`src/rtl/key_pkg.sv`:
```
// key_pkg: shared FSM state encoding, default timing and helper for the key reader
package key_pkg;
  typedef enum logic [2:0] {IDLE, PRESS_WAIT, HELD, LONG_HELD, RELEASE_WAIT} key_fsm_e;
  localparam int DEBOUNCE_DEFAULT = 1000000;
  localparam int LONG_DEFAULT = 50000000;
  localparam int NUM_KEYS = 4;
  function automatic logic [2:0] popcount4(input logic [3:0] v);
    return 3'(v[0]) + 3'(v[1]) + 3'(v[2]) + 3'(v[3]);
  endfunction
endpackage

```
`src/rtl/key_debounce.sv`:
```
// key_debounce: per-key synchronizer, debounce/hold FSM and registered event strobes
module key_debounce
  import key_pkg::*;
#(
  parameter int DEBOUNCE_CYCLES = DEBOUNCE_DEFAULT,
  parameter int LONG_CYCLES = LONG_DEFAULT
) (
  input  logic CLOCK_50,
  input  logic RESET_N,
  input  logic key,
  output logic key_state,
  output logic press_pulse,
  output logic release_pulse,
  output logic long_pulse,
  output logic long_flag
);
  localparam int DW = $clog2(DEBOUNCE_CYCLES) + 1;
  localparam int HW = $clog2(LONG_CYCLES) + 1;
  localparam logic [DW-1:0] D_LAST = DW'(DEBOUNCE_CYCLES - 2);
  localparam logic [HW-1:0] H_LAST = HW'(LONG_CYCLES - 1);
  localparam logic [HW-1:0] H_MAX = HW'(LONG_CYCLES);
  logic [1:0] sync;
  logic s;
  key_fsm_e state;
  logic [DW-1:0] dcnt;
  logic [HW-1:0] hcnt;
  assign s = sync[1];
  // Two-flop synchronizer; resets to the released level so reset never looks like a press
  always_ff @(posedge CLOCK_50 or negedge RESET_N)
    if (!RESET_N) sync <= 2'b11;
    else sync <= {sync[0], key};
  // Debounce/hold FSM; the IDLE->PRESS_WAIT and HELD->RELEASE_WAIT edges count as the first stable sample, a saturated hold count marks a long hold
  always_ff @(posedge CLOCK_50 or negedge RESET_N)
    if (!RESET_N) begin
      state <= IDLE;
      dcnt <= '0;
      hcnt <= '0;
      key_state <= 1'b0;
      press_pulse <= 1'b0;
      release_pulse <= 1'b0;
      long_pulse <= 1'b0;
      long_flag <= 1'b0;
    end else begin
      press_pulse <= 1'b0;
      release_pulse <= 1'b0;
      long_pulse <= 1'b0;
      case (state)
        IDLE:
          if (!s) begin
            state <= PRESS_WAIT;
            dcnt <= '0;
          end
        PRESS_WAIT:
          if (s) state <= IDLE;
          else if (dcnt == D_LAST) begin
            state <= HELD;
            hcnt <= '0;
            press_pulse <= 1'b1;
            key_state <= 1'b1;
          end else dcnt <= dcnt + 1'b1;
        HELD:
          if (s) begin
            state <= RELEASE_WAIT;
            dcnt <= '0;
          end else if (hcnt == H_LAST) begin
            state <= LONG_HELD;
            hcnt <= H_MAX;
            long_pulse <= 1'b1;
            long_flag <= 1'b1;
          end else hcnt <= hcnt + 1'b1;
        LONG_HELD:
          if (s) begin
            state <= RELEASE_WAIT;
            dcnt <= '0;
          end
        RELEASE_WAIT:
          if (!s) begin
            if (hcnt == H_MAX) state <= LONG_HELD;
            else if (hcnt == H_LAST) begin
              state <= LONG_HELD;
              hcnt <= H_MAX;
              long_pulse <= 1'b1;
              long_flag <= 1'b1;
            end else begin
              state <= HELD;
              hcnt <= hcnt + 1'b1;
            end
          end else if (dcnt == D_LAST) begin
            state <= IDLE;
            release_pulse <= 1'b1;
            key_state <= 1'b0;
            long_flag <= 1'b0;
          end else dcnt <= dcnt + 1'b1;
        default: state <= IDLE;
      endcase
    end
endmodule

```
`src/rtl/key_reader.sv`:
```
// key_reader: four debounced pushbuttons with press counter and LED mapping
module key_reader
  import key_pkg::*;
#(
  parameter int DEBOUNCE_CYCLES = DEBOUNCE_DEFAULT,
  parameter int LONG_CYCLES = LONG_DEFAULT
) (
  input  logic       CLOCK_50,
  input  logic       RESET_N,
  input  logic [3:0] KEY,
  output logic [3:0] key_state,
  output logic [3:0] press_pulse,
  output logic [3:0] release_pulse,
  output logic [3:0] long_pulse,
  output logic [7:0] LEDG,
  output logic [9:0] LEDR
);
  logic [3:0] long_flag;
  for (genvar g = 0; g < NUM_KEYS; g++) begin : g_key
    key_debounce #(
      .DEBOUNCE_CYCLES(DEBOUNCE_CYCLES),
      .LONG_CYCLES(LONG_CYCLES)
    ) u_key (
      .CLOCK_50(CLOCK_50),
      .RESET_N(RESET_N),
      .key(KEY[g]),
      .key_state(key_state[g]),
      .press_pulse(press_pulse[g]),
      .release_pulse(release_pulse[g]),
      .long_pulse(long_pulse[g]),
      .long_flag(long_flag[g])
    );
  end
  assign LEDG = {long_flag, key_state};
  // Accepted-press counter, wraps modulo 1024; simultaneous presses all count
  always_ff @(posedge CLOCK_50 or negedge RESET_N)
    if (!RESET_N) LEDR <= '0;
    else LEDR <= LEDR + 10'(popcount4(press_pulse));
endmodule

```
`config.mk`:
```
export PLATFORM = sky130hd
export DESIGN_NAME = key_reader
export DESIGN_NICKNAME = d
export VERILOG_FILES = /design/src/rtl/key_pkg.sv /design/src/rtl/key_debounce.sv /design/src/rtl/key_reader.sv
export SDC_FILE = /design/constraint.sdc
export NUM_CORES = 1
export LEC_CHECK = 0
export ABC_AREA = 1
export CAP_MARGIN = 10
export CORE_MARGIN = 2
export CORE_UTILIZATION = 30
export DETAILED_ROUTE_END_ITERATION = 6
export PLACE_DENSITY = 0.44
export SYNTH_ARGS = -nofsm -noshare
export SYNTH_HDL_FRONTEND = slang
export SYNTH_SLANG_ARGS = --single-unit
```
`constraint.sdc`:
```
create_clock -name CLOCK_50 -period 5.3 [get_ports CLOCK_50]
set_input_delay 1.59 -clock CLOCK_50 [delete_from_list [all_inputs] [get_ports CLOCK_50]]
set_output_delay 1.59 -clock CLOCK_50 [all_outputs]
set_load 0.005 [all_outputs]
```
==> run metrics, run 1 <==
crit path max-delay cell type clkdlybuf4s50_1; die area roughly 56,000 um2; Nets between 2,000 and 2,500; # diodes 0; drt total wl about 43,000 um; Worst Tran Pin Value between 0.8 and 0.9 ns; clock period minus worst slack 3.14 ns; vias in the first global route about 14,000; synthesis-stage register bit count 242; Max transition margin 42.3%; Post-DP HPWL 31,300 um; crit-path max FO 5; Peak VDD IR 0.163 mV; Syn Area/Cell 6.70 um2; DRC 0; H-tree depth 2; Crit Path Class register to primary output; Post-CTS Hold Fix Bufs 0; largest net degree at the start of global routing 92; Via Count 14,600; I/O pin count 40; Die Y 237 um; grt ovf 0; core area 53,700 um2; CTS tree done; IO buf count 39; Tcrit/Tclk final 59.3%; Crit path max-delay family buffers and inverters; Vias per Instance ~4.6; WL/cell 13.6 um; clk_lat worst skew roughly 0.56 ns; first-pass GRT wire length roughly 73,000 um; Sink Count 242; row count 85; Post-Syn Nets 2,451; Seq/Total Area, Yosys approximately 37%; Fin Clk Skew 0.0264 ns; Setup Viol. Count Final 0; Yosys cell types 42; Worst Hold Class register to register; CTS resizes 0; final RePlAce weighted congestion 0.842; RSZ-0062 raised after global routing false; fmax 0.318 GHz; worst-path cell chain clkdlybuf4s50_1; Setup Buffers After CTS 0; leakage power 7.65 nW; Clock Pin Slew Worst Setup and Hold Paths 0.06 ns; Power Density between 300 and 400 nW/um2; DP Cell Count between 3,000 and 4,000; CTS root buf clkbuf_16; Tot GR Track Use 15.8%; slowest stage delay, CP around 0.59 ns; share of layout cells above drive strength 1 5.82%; drt pass-1 iters 5; DRT iter0 DRCs 920; CTS buffer count 34; Starting Density 30.3%; final cell count without fillers 3,151; CP Buf/Inv Count 1; setup_tns 0 ns; area grow syn2layout 12.1%; status finished clean; Arrival @ worst endpoint 1.55 ns; post-route total power 5.94 mW; antenna viol nets, final 0; fin. max-slew vios 0; worst path required time 3.71 ns; Clock Tree Buf Depth 3; Startpoint Class register; antenna violations before repair 0; DIE WIDTH 237 um; Ys Warns 0; design area 18,200 um2; Fillers 5,755; Crit. End Element primary output; Hold Fails Final Rpt 0; Cells after Synth approximately 2,400; Max-Cap Viols 0; Post-Synthesis Cell Area 16,300 um2; Post-Place Cell Area 17,000 um2
## state kept, by name, summed over array words and instances, names as in the netlist
signal	count
LEDR	10
g_key.u_key.dcnt	84
g_key.u_key.hcnt	108
g_key.u_key.key_state	4
g_key.u_key.long_flag	4
g_key.u_key.long_pulse	4
g_key.u_key.press_pulse	4
g_key.u_key.release_pulse	4
g_key.u_key.state	12
g_key.u_key.sync	8
## where the power goes
| group | leakage (nW) | internal (mW) | switching, mW | total, mW |
|---|---|---|---|---|
| Sequential | 3.33 | 1.94 | 0.0974 | 2.04 |
| Clock | 0.585 | 1.51 | 0.910 | 2.42 |
| Combinational | 3.73 | 0.287 | 1.20 | 1.48 |
| Total | 7.65 | 3.74 | 2.20 | 5.94 |
## path summary, 6_finish.rpt
kind | startpoint | end | slack (ns) | cells past startpoint
setup / recovery | LEDR[2]$_DFF_PN0_ | LEDR[2] | 2.16 | 1
hold / removal | g_key[3].u_key.sync[0]$_DFF_PN1_ | g_key[3].u_key.sync[1]$_DFF_PN1_ | 0.35 | 0
setup reg to reg | g_key[1].u_key.state[0]$_DFFE_PN0P_ | g_key[1].u_key.dcnt[2]$_DFFE_PN0P_ | 2.49 | 8
hold reg to reg | g_key[3].u_key.sync[0]$_DFF_PN1_ | g_key[3].u_key.sync[1]$_DFF_PN1_ | 0.35 | 0
max in group asynchronous | RESET_N | g_key[3].u_key.sync[0]$_DFF_PN1_ | 3.23 | 2
min in group asynchronous | RESET_N | LEDR[4]$_DFF_PN0_ | 1.08 | 1
## cells in the mapped netlist, drive strengths merged
library cell  count  area share [%]
a211oi            1           0.046
a21boi            2           0.092
a21o              1           0.046
a21oi            14            0.43
a31oi             2           0.077
and2              2           0.077
and3              1           0.039
buf              65             3.0
clkbuf            9            0.21
clkinv            1           0.023
dfrtp           234              36
dfstp             8             1.3
fa                3            0.37
ha               17             1.3
inv             230             5.3
nand2           840              20
nand3           200             6.5
nand3b           22             1.0
nand4            36             1.4
nor2            390             9.4
nor3             79             2.6
nor3b             2           0.092
o21a              1           0.046
o21ai           145             4.7
o22ai             2           0.077
o31ai             6            0.28
or2               6            0.23
xnor2            26             1.4
xor2             80             4.3
## final cells by class
cell class,instances,area [um2],share of cell area (%)
multi-input combinational,1878,8800,48.3
sequential,242,6070,33.3
clock buffer,44,948,5.20
tap,696,871,4.78
inverter,231,867,4.76
timing repair buffer,42,443,2.43
clock inverter,18,239,1.31
## routing by layer
layer | wire, um | track usage, % | vias to the layer above
li1 | - | - | 7639
met1 | 21000 | 21.3 | 6739
met2 | 19500 | 25.9 | 200
met3 | 1580 | 2.86 | 57
met4 | 873 | 4.20 | 0
met5 | 0 | 0 | -
## stage by stage
step,hold WS (ns),setup slack (ns),utilization [%]
finish,0.355,2.16,33.9
global route,0.362,2.08,33.9
CTS,0.356,2.10,33.9
detailed placement,0.347,2.43,31.7
global placement,0.351,2.57,31.7
floorplan,0.345,3.03,-
## cell families after synthesis
family          share of synthesized area, %
simple gates                            40.9
buf+inv                                 8.57
flops                                   37.3
compound gates                          5.79
xor+xnor                                5.71
fa+ha+maj                               1.68
## cells in the final DEF (no fill, tap or decap), drive strengths merged
cell           count
nand2            840
nor2             390
dfrtp            234
inv              232
nand3            200
o21ai            145
xor2              80
nor3              79
clkbuf            44
clkdlybuf4s50     38
nand4             36
xnor2             26
nand3b            22
ha                17
a21oi             14
clkinv            10
dfstp              8
or2                6
o31ai              6
bufinv             5
buf                4
fa                 3
a31oi              2
nor3b              2
o22ai              2
and2               2
clkinvlp           2
a21boi             2
o21a               1
a21o               1
a211oi             1
and3               1
Note: power is estimated with default switching activity, not from simulation.
==> run 2: changes to the inputs <==
- clock period: 5.3 -> 3.07 ns (I/O delays scaled with it)
==> run 2 against run 1 <==
  * Clock-buffer cell count up 6
  * Highest routed layer unchanged
  * Sequential cell count unchanged
  * Via count up 1.3%
  * First-iteration DRC count down 12%
  * Clock power up 63%
  * Worst setup slack worse by 1.6 ns
  * Non-clock buffer count up 19
  * Routed wire length up 0.21%
  * Global-route usage about the same
  * Clock skew down 0.0059 ns
  * Die area unchanged
  * Register-to-register slack worse by 1.9 ns
==> run metrics, run 2 (synthesis results as in run 1) <==
final RePlAce weighted congestion 0.868 (+3.0%); Via Count 14,800 (+1.3%); Regs by FF count g_key.u_key.hcnt x108, g_key.u_key.dcnt x84, g_key.u_key.state x12; DRT iter0 DRCs 811 (-12%); CTS tree done; antenna violations before repair 0 (unchanged); I/O pin count 40 (unchanged); CTS resizes 0 (unchanged); area grow syn2layout 12.5%; # diodes 0 (unchanged); status finished clean; dpl ws 0.633 ns (-1.80 ns); RSZ-0062 raised after global routing false; IO buf count 39 (unchanged); final cell count without fillers 3,168 (+0.54%); Nets 2,474 (+0.77%); row count 85 (unchanged); crit path max-delay cell type clkdlybuf4s50_1; most frequent cells in the layout 825 x nand2_1, 373 x nor2_1, 234 x dfrtp_1; core area 53,700 um2 (unchanged); WL/cell 13.6 um (-0.33%); clk_lat worst skew 0.55 ns (about the same); Post-DP HPWL 31,600 um (+0.93%); crit-path max FO 5 (unchanged); CTS root buf clkbuf_16; Setup crit start LEDR[2]$_DFF_PN0_; Worst Tran Pin Value 0.690 ns (-0.172 ns); Post-CTS Hold Fix Bufs 0 (unchanged); fmax 0.396 GHz; worst reg2reg startpoint LEDR[0]$_DFF_PN0_; most common cell after layout, fill and taps aside nand2_1; Tot GR Track Use 15.7% (-0.021 points); setup_tns 0 ns (unchanged); DRC 0 (unchanged); Setup Buffers After CTS 0 (unchanged); H-tree depth 2 (unchanged); first-pass GRT wire length 73,400 um (about the same); leakage power 7.68 nW (+0.42%); Max-Cap Viols 0 (unchanged); Fillers 5,780 (+0.43%); share of layout cells above drive strength 1 6.19% (+0.36 points); CP Buf/Inv Count 1 (unchanged); vias in the first global route 14,400 (+0.32%); Hold Fails Final Rpt 0 (unchanged); fin. max-slew vios 0 (unchanged); final worst setup slack 0.543 ns (-1.62 ns); antenna viol nets, final 0 (unchanged); Clock Pin Slew Worst Setup and Hold Paths 0.05 ns (about the same); worst-path cell chain clkdlybuf4s50_1; worst path required time 2.15 ns (-1.56 ns); DIE WIDTH 237 um (unchanged); drt total wl 43,000 um (+0.21%); max reg flops 108 (unchanged); Biggest register g_key.u_key.hcnt; drt pass-1 iters 5 (unchanged); Crit. End Element primary output; grt ovf 0 (unchanged); Starting Density 30.3% (unchanged); Register Area 6070 um2 (unchanged); DP Cell Count 3,108 (+0.62%); Vias per Instance 4.68 (+0.72%); Setup Viol. Count Final 0 (unchanged); Tcrit/Tclk final 82.3%; Arrival @ worst endpoint 1.61 ns (+0.06 ns); multi-input logic area 8800 um2 (unchanged); Die Y 237 um (unchanged); Crit path max-delay family buffers and inverters; hold_sp g_key[2].u_key.sync[0]$_DFF_PN1_; clock period minus worst slack about 2.5 ns; Startpoint Class register; CTS buffer count 34 (unchanged); Fin Clk Skew 0.0206 ns (-0.00589 ns); Worst Hold Class register to register; die area 56,100 um2 (unchanged); slowest stage delay, CP 0.61 ns (+0.02 ns); Power Density 557 nW/um2 (+71%); largest net degree at the start of global routing 73 (-21%); Peak VDD IR 0.299 mV (+83%); Max transition margin 54.0% (+12 points); Sink Count 242 (unchanged); Crit Path Class register to primary output; Clock Tree Buf Depth 3 (unchanged)
## run 2: cell count changes in the layout (fill, tap and decap cells not counted)
| cell | previous run | this run |
|---|---|---|
| buf_12 | 2 | 3 |
| buf_4 | 1 | 19 |
| bufinv_16 | 5 | 2 |
| clkbuf_1 | 4 | 11 |
| clkbuf_8 | 6 | 5 |
| clkinv_2 | 8 | 0 |
| clkinvlp_4 | 2 | 4 |
| inv_6 | 2 | 3 |
## run 2: routing by layer
metal	wire [um]	track usage (%)
met1	21900	22.3
met5	0	0
met4	985	4.81
met2	18800	25.0
met3	1370	2.02
## run 2: through the flow
| step | area (um2) | hold WS [ns] | power [mW] | util, % |
|---|---|---|---|---|
| floorplan | 16300 | 0.345 | 5.73 | - |
| global placement | 17200 | 0.349 | 6.36 | 32.0 |
| detailed placement | 17200 | 0.350 | 6.35 | 32.0 |
| CTS | 18300 | 0.353 | 10.4 | 34.1 |
| global route | 18300 | 0.355 | 10.9 | 34.1 |
| finish | 18300 | 0.352 | 10.2 | 34.1 |
## run 2: path summary, 6_finish.rpt
| kind | to | slack, ns | cells past startpoint |
|---|---|---|---|
| min reg2reg | g_key[2].u_key.sync[1]$_DFF_PN1_ | 0.35 | 0 |
| min in group asynchronous | g_key[2].u_key.dcnt[20]$_DFFE_PN0P_ | 0.38 | 1 |
| max in group asynchronous | g_key[3].u_key.sync[0]$_DFF_PN1_ | 1.81 | 2 |
| min | g_key[2].u_key.sync[1]$_DFF_PN1_ | 0.35 | 0 |
| max | LEDR[2] | 0.54 | 1 |
| max reg2reg | LEDR[8]$_DFF_PN0_ | 0.64 | 9 |
## run 2: worst reg2reg max path, cell delays in order (launching register included)
cell and delay (ns):
dfrtp_1 0.39, fa_1 0.55, inv_1 0.05, fa_1 0.35
inv_1 0.09, fa_1 0.22, nand3_1 0.11, nor3_1 0.28
nand3_1 0.14, xnor2_1 0.14
## run 2: final cells by class
cell class,instances,area share [%]
sequential,242,33.2
clock buffer,50,5.25
multi-input combinational,1878,48.1
timing repair buffer,61,3.27
inverter,231,4.74
tap,696,4.76
clock inverter,10,0.725
## run 2: report_power, final
| part | switching (mW) | leakage, nW | internal [mW] |
|---|---|---|---|
| registers | 0.169 | 3.33 | 3.35 |
| clock network | 1.58 | 0.517 | 2.35 |
| logic | 2.11 | 3.83 | 0.621 |
| total | 3.86 | 7.68 | 6.32 |
